--- src/rtl/plic_pkg.sv ---
// Shared types and helpers for the PLIC claim/complete path.
package plic_pkg;

  typedef enum logic {IDLE, INSVC} claim_state_t;

  localparam int BCNT_BITS = 4;

  function automatic int id_bits(input int sources);
    return $clog2(sources + 1);
  endfunction

endpackage

--- src/rtl/plic_claim_fsm.sv ---
// One target's claim/complete FSM with held ID, blank counter
// and registered read/error/irq outputs.
module plic_claim_fsm
  import plic_pkg::*;
#(
  parameter int SOURCES_BITS = 4,
  parameter int BLANK_CYCLES = 2
) (
  input  logic                    clk,
  input  logic                    rst,
  input  logic                    ireq,
  input  logic [SOURCES_BITS-1:0] id,
  input  logic                    rd_claim,
  input  logic                    wr_complete,
  input  logic [SOURCES_BITS-1:0] wr_id,
  output logic                    claim,
  output logic                    complete,
  output logic [SOURCES_BITS-1:0] rd_id,
  output logic                    rd_valid,
  output logic                    irq,
  output logic                    insvc,
  output logic                    err
);

  claim_state_t                state;
  claim_state_t                state_nx;
  logic [SOURCES_BITS-1:0]     hid;
  logic [BCNT_BITS-1:0]        bcnt;
  logic                        claim_ok;
  logic                        cmpl_ok;
  logic                        bcnt_zero;

  assign bcnt_zero = (bcnt == '0);

  // Strobes are gated by reset so the core never sees one mid-reset.
  assign claim_ok = !rst && rd_claim && (state == IDLE)
                    && ireq && (id != '0) && bcnt_zero;
  assign cmpl_ok  = !rst && wr_complete && (state == INSVC)
                    && (wr_id == hid);

  always_ff @(posedge clk or posedge rst) begin
    if (rst) state <= IDLE;
    else     state <= state_nx;
  end

  always_comb begin
    state_nx = state;
    case (state)
      IDLE:    if (claim_ok) state_nx = INSVC;
      INSVC:   if (cmpl_ok)  state_nx = IDLE;
      default: state_nx = IDLE;
    endcase
  end

  always_comb begin
    claim    = claim_ok;
    complete = cmpl_ok;
    insvc    = (state == INSVC);
  end

  always_ff @(posedge clk or posedge rst) begin
    if (rst) begin
      hid      <= '0;
      bcnt     <= '0;
      rd_id    <= '0;
      rd_valid <= 1'b0;
      irq      <= 1'b0;
      err      <= 1'b0;
    end else begin
      if (claim_ok)     hid <= id;
      else if (cmpl_ok) hid <= '0;
      if (claim_ok)        bcnt <= BCNT_BITS'(BLANK_CYCLES);
      else if (!bcnt_zero) bcnt <= bcnt - BCNT_BITS'(1);
      rd_valid <= rd_claim;
      rd_id    <= claim_ok ? id : '0;
      err      <= wr_complete && !cmpl_ok;
      // Drop irq at once on an accepted claim, not one cycle later.
      irq      <= ireq && (state == IDLE) && bcnt_zero && !claim_ok;
    end
  end

endmodule

--- src/rtl/plic_claim_ctrl.sv ---
// Per-target claim/complete controller between plic_core and the
// bus; one independent plic_claim_fsm per target.
module plic_claim_ctrl
  import plic_pkg::*;
#(
  parameter int SOURCES      = 8,
  parameter int TARGETS      = 1,
  parameter int BLANK_CYCLES = 2,
  parameter int SOURCES_BITS = id_bits(SOURCES)
) (
  input  logic                                 clk,
  input  logic                                 rst,
  input  logic [TARGETS-1:0]                   ireq_i,
  input  logic [TARGETS-1:0][SOURCES_BITS-1:0] id_i,
  output logic [TARGETS-1:0]                   claim_o,
  output logic [TARGETS-1:0]                   complete_o,
  input  logic [TARGETS-1:0]                   rd_claim_i,
  output logic [TARGETS-1:0][SOURCES_BITS-1:0] rd_id_o,
  output logic [TARGETS-1:0]                   rd_valid_o,
  input  logic [TARGETS-1:0]                   wr_complete_i,
  input  logic [TARGETS-1:0][SOURCES_BITS-1:0] wr_id_i,
  output logic [TARGETS-1:0]                   irq_o,
  output logic [TARGETS-1:0]                   insvc_o,
  output logic [TARGETS-1:0]                   err_o
);

  for (genvar t = 0; t < TARGETS; t++) begin : g_tgt
    plic_claim_fsm #(
      .SOURCES_BITS (SOURCES_BITS),
      .BLANK_CYCLES (BLANK_CYCLES)
    ) u_fsm (
      .clk         (clk),
      .rst         (rst),
      .ireq        (ireq_i[t]),
      .id          (id_i[t]),
      .rd_claim    (rd_claim_i[t]),
      .wr_complete (wr_complete_i[t]),
      .wr_id       (wr_id_i[t]),
      .claim       (claim_o[t]),
      .complete    (complete_o[t]),
      .rd_id       (rd_id_o[t]),
      .rd_valid    (rd_valid_o[t]),
      .irq         (irq_o[t]),
      .insvc       (insvc_o[t]),
      .err         (err_o[t])
    );
  end

endmodule

--- config.mk ---
export PLATFORM = sky130hd
export DESIGN_NAME = plic_claim_ctrl
export DESIGN_NICKNAME = d
export VERILOG_FILES = /design/src/rtl/plic_pkg.sv /design/src/rtl/plic_claim_fsm.sv /design/src/rtl/plic_claim_ctrl.sv
export SDC_FILE = /design/constraint.sdc
export NUM_CORES = 1
export LEC_CHECK = 0
export CAP_MARGIN = 20
export CELL_PAD_IN_SITES_DETAIL_PLACEMENT = 1
export CELL_PAD_IN_SITES_GLOBAL_PLACEMENT = 2
export CORE_UTILIZATION = 30
export CTS_CLUSTER_SIZE = 12
export DETAILED_ROUTE_END_ITERATION = 8
export PLACE_DENSITY = 0.86
export RECOVER_POWER = 100
export SYNTH_ARGS = -nofsm -noshare
export SYNTH_HDL_FRONTEND = slang
export SYNTH_SLANG_ARGS = --single-unit
--- constraint.sdc ---
create_clock -name clk -period 3.9 [get_ports clk]
set_input_delay 0.975 -clock clk [delete_from_list [all_inputs] [get_ports clk]]
set_output_delay 0.975 -clock clk [all_outputs]
set_load 0.02 [all_outputs]
### Word level (Yosys, flattened, before mapping)

Cells that the tools add are included.

* add/subtract/negate cells: 1
* equal/unequal tests: 2
* muxes and demuxes: 8
* bitwise logic cells: 1
* reduce and logical (&&, ||, !) cells: 18

Operators by type and width (number)
* $mux W4: 5
* $logic_and A1 B1 Y1: 12
* $eq A4 B4 Y1: 1
* $logic_not A4 Y1: 1
* $reduce_bool A4 Y1: 1
* $sub A4 B1 Y4 const B: 1
* $logic_not A1 Y1: 3
* $mux W1: 2
* $ne A2 B1 Y1 const B: 1
* $pmux W1 S2: 1
* $reduce_bool A2 Y1: 1
* $not A1 Y1: 1

* register bits: 16
* bits of input ports: 13
* output and inout bits: 10
* logic and storage cells: 37

### Logic depth before layout (Yosys ltp)

* depth in word-level cells: 8
* gate-level depth with buffers: 6
* gate-level depth less buffers: 6

### Least setup slack after synthesis

OpenSTA, ideal clock, no wires.

* path kind: input to output
* start point: input port wr_id_i[3] (netlist bit)
* end point: output port complete_o
* arrival time: 1633 ps
* data required time: 2925 ps
* slack: 1292 ps
* cell stages on the path: 4
* path buffers: 0
* cell sequence: xor2_1 > nor3_1 > nand2_1 > inv_1

* longest elaborated chain between the ends: 2

RTL lines
* start: declaration: RTL line plic_claim_ctrl.sv:21 `input logic [TARGETS-1:0][SOURCES_BITS-1:0] wr_id_i,`
* $eq A4 B4 Y1: RTL line plic_claim_fsm.sv:39 `&& (wr_id == hid);`
* $logic_and A1 B1 Y1: RTL line plic_claim_fsm.sv:39
* end: declaration: RTL line plic_claim_ctrl.sv:16 `output logic [TARGETS-1:0] complete_o,`

No other way between the ends.

### Worst setup path after layout

* start point: input port rst
* end point: output port claim_o

* longest elaborated chain between the ends: 6

RTL lines
* start: declaration: RTL line plic_claim_ctrl.sv:12 `input logic rst,`
* $logic_not A1 Y1: RTL line plic_claim_fsm.sv:36 `assign claim_ok = !rst && rd_claim && (state == IDLE)`
* $logic_and A1 B1 Y1 (2 in series): RTL line plic_claim_fsm.sv:36
* $logic_and A1 B1 Y1 (3 in series): RTL line plic_claim_fsm.sv:37 `&& ireq && (id != '0) && bcnt_zero;`
* end: declaration: RTL line plic_claim_ctrl.sv:15 `output logic [TARGETS-1:0] claim_o,`

No other way between the ends.

==> results.md <==
- Max-slew violations: 0
- CTS tree: yes
- CP startpoint kind: primary input
- Worst vdd ir: 0.000278 V
- DRC Markers: 0
- Initial Utilization: 32.1%
- Overflow left after global routing: 0
- Layout area overhead: 38.0%
- Final non-filler cell total: 111
- Final Power: 504 uW
- Post-synthesis average cell area: 12.5 sq um
- Setup TNS: 0 ns
- Post-Syn Area: 711 sq um
- Min-Delay Startpoint: g_tgt[0].u_fsm.bcnt[0]
- Fin crit period: 3.73 ns
- Reg2reg path depth: 7
- Critical path peak fanout: 3
- Arrival time worst endpoint: 2.75 ns
- Rel. slew slack: 59.5%
- Final Hold Slack: 0.501 ns
- PwrDens: 514 nW/um^2
- Ys async rst share: 100%
- Post-layout nets: 100
- Initial antenna violation count: 0
- Largest cells by area after synthesis: dfrtp_1 (56%), xor2_1 (4.9%), a21o_1 (4.2%), and2_2 (4.2%), ha_1 (3.5%)
- Top cell type's share of synthesized area: 56.3%
- Core box area: 2210 sq um
- DRT Wirelength: 1420 microns
- H-tree depth: 1
- Area leader, netlist: dfrtp_1
- Hold Crit Class: flip-flop to flip-flop
- I/O pin total: 23
- CTS Hold Bufs: 0
- DP Area: 973 sq um
- Hold path cells: 1
- Unique masters post-synth: 22
- Vias per cell: 4.57
- Post-synth top cells: dfrtp_1 (16), a21o_1 (4), and2_2 (4), inv_1 (4), xor2_1 (4)
- Reg2reg start: g_tgt[0].u_fsm.bcnt[0]
- Fmax: 0.268 GHz
- DRT Pass-1 Iters: 3
- Maxcap violations: 0
- Crit. End Element: output port
- Ant. Diodes: 0
- Seq/Total Area, Yosys: 56.3%
- Final Cycle Share: 95.6%
- Cells after synthesis: 57
- Slack of the critical path: 0.172 ns
- Vias: 507
- CTS Buf Count: 3
- Clk Latency, worst-skew pair: 0.28 ns
- Rows: 17
- Clock Sink Count: 16
- Setup slack, reg-to-reg: 1.85 ns
- Clk buf depth: 2
- Post-place setup slack: 0.263 ns
- Count leader, synth: dfrtp_1
- Finished Core Util: 44.3%
- Port Buf Inserts: 22
- Prevailing post-synth register cell: dfrtp_1
- HPWL after DPL: 1140 microns
- Crit path launch: rst
- RePlAce Congestion: 0.661
- Placed insts: 108
- Post-synth EDFFs: 0
- Setup-failing EPs final: 0
- Fraction of layout cells with a size suffix above 1: 14.5%
- Fin area: 981 sq um
- Clock-pin slew on the worst setup and hold paths: 0.08 ns
- Antenna Nets Post-Route: 0
- Die ar.: 2570 sq um
- RSZ-0062 raised after global routing: no
- First-pass GRT wire length: 2370 microns
- Measured slew at the worst slew-check pin: 0.606 ns
- Vias in the first global route: 571
- Yosys reg bits: 16
- Largest net degree at the start of global routing: 17
- Syn_nets: 72
- Root Buffer: clkbuf_4
- Syn. warnings: 0
- Critical path type: primary input to output port
- DRT iter0 DRCs: 2
- Die X: 50.7 microns
- Die Span Y: 50.7 microns
- Required @ worst endpoint: 2.92 ns
- Final Skew: 0.00236 ns
- Post-CTS setup buffer count: 0
- GRT Overall Usage: 13.2%
- Final Hold Vio Count: 0
- CTS resizes: 0
- Wirelength per Cell: 12.8 microns
- Outcome: completed
- Leak: 0.493 nW
## critical path: stages
cell	delay [ns]
dlygate4sd3_1	0.57
nand4bb_2	0.25
nor3_1	0.28
clkdlybuf4s50_1	0.67
## final cells by class
type	instances	area, sq um
fill	264	1230
sequential	16	400
multi-input combinational	37	280
timing repair buffer	23	228
tap	28	35.0
clock buffer	3	22.5
inverter	4	15.0
## metal layers
metal	GRT usage [%]	vias up	part of all wire, %
met5	0	-	0
met4	9.72	0	2.5
li1	-	245	-
met3	1.82	4	2.7
met2	23.1	14	52
met1	14.3	244	43
## state kept, by name (all words and copies together), names as in the netlist
name and flops:
g_tgt.u_fsm.err 1, g_tgt.u_fsm.bcnt 4, g_tgt.u_fsm.irq 1, g_tgt.u_fsm.rd_valid 1, g_tgt.u_fsm.hid 4, g_tgt.u_fsm.rd_id 4, g_tgt.u_fsm.insvc 1
## logic make-up after synthesis
| kind of cell | count (synthesis) | synth area share [%] |
|---|---|---|
| simple gates | 20 | 22.0 |
| flops | 16 | 56.3 |
| compound gates | 10 | 9.86 |
| xor+xnor | 5 | 6.16 |
| buf+inv | 4 | 2.11 |
| fa+ha+maj | 2 | 3.52 |
## power breakdown
part           switching (mW)  leakage, nW  internal (mW)
logic                  0.0775        0.273         0.0920
registers              0.0385        0.206          0.213
clock network          0.0473       0.0138         0.0358
## final timing paths
kind / end
setup / recovery: claim_o
hold / removal: g_tgt[0].u_fsm.bcnt[0]
setup reg to reg: g_tgt[0].u_fsm.hid[2]
hold reg to reg: g_tgt[0].u_fsm.bcnt[0]
max in group asynchronous: g_tgt[0].u_fsm.rd_valid
min in group asynchronous: g_tgt[0].u_fsm.insvc
## cell usage in the layout (no fill, tap or decap)
| cell type | netlist | routed |
|---|---|---|
| or3_1 | 1 | 1 |
| ha_1 | 2 | 2 |
| a21oi_1 | 2 | 3 |
| a21o_1 | 4 | 4 |
| or3b_4 | 1 | 1 |
| clkdlybuf4s50_1 | 0 | 11 |
| o21a_1 | 1 | 1 |
| and2_2 | 4 | 4 |
| nor3_1 | 3 | 4 |
| dfrtp_1 | 16 | 16 |
| inv_1 | 4 | 4 |
| nor4_4 | 1 | 1 |
| a21o_2 | 1 | 1 |
| nor2_1 | 3 | 3 |
| dlygate4sd3_1 | 0 | 11 |
| nand4bb_2 | 1 | 1 |
| nor3b_1 | 2 | 2 |
| buf_4 | 0 | 1 |
| nand2_1 | 2 | 2 |
| and2_0 | 0 | 1 |
| o21ai_0 | 0 | 1 |
| xnor2_1 | 1 | 1 |
| xor2_1 | 4 | 4 |
| clkbuf_4 | 0 | 3 |
(Power assumes the default switching activity.)
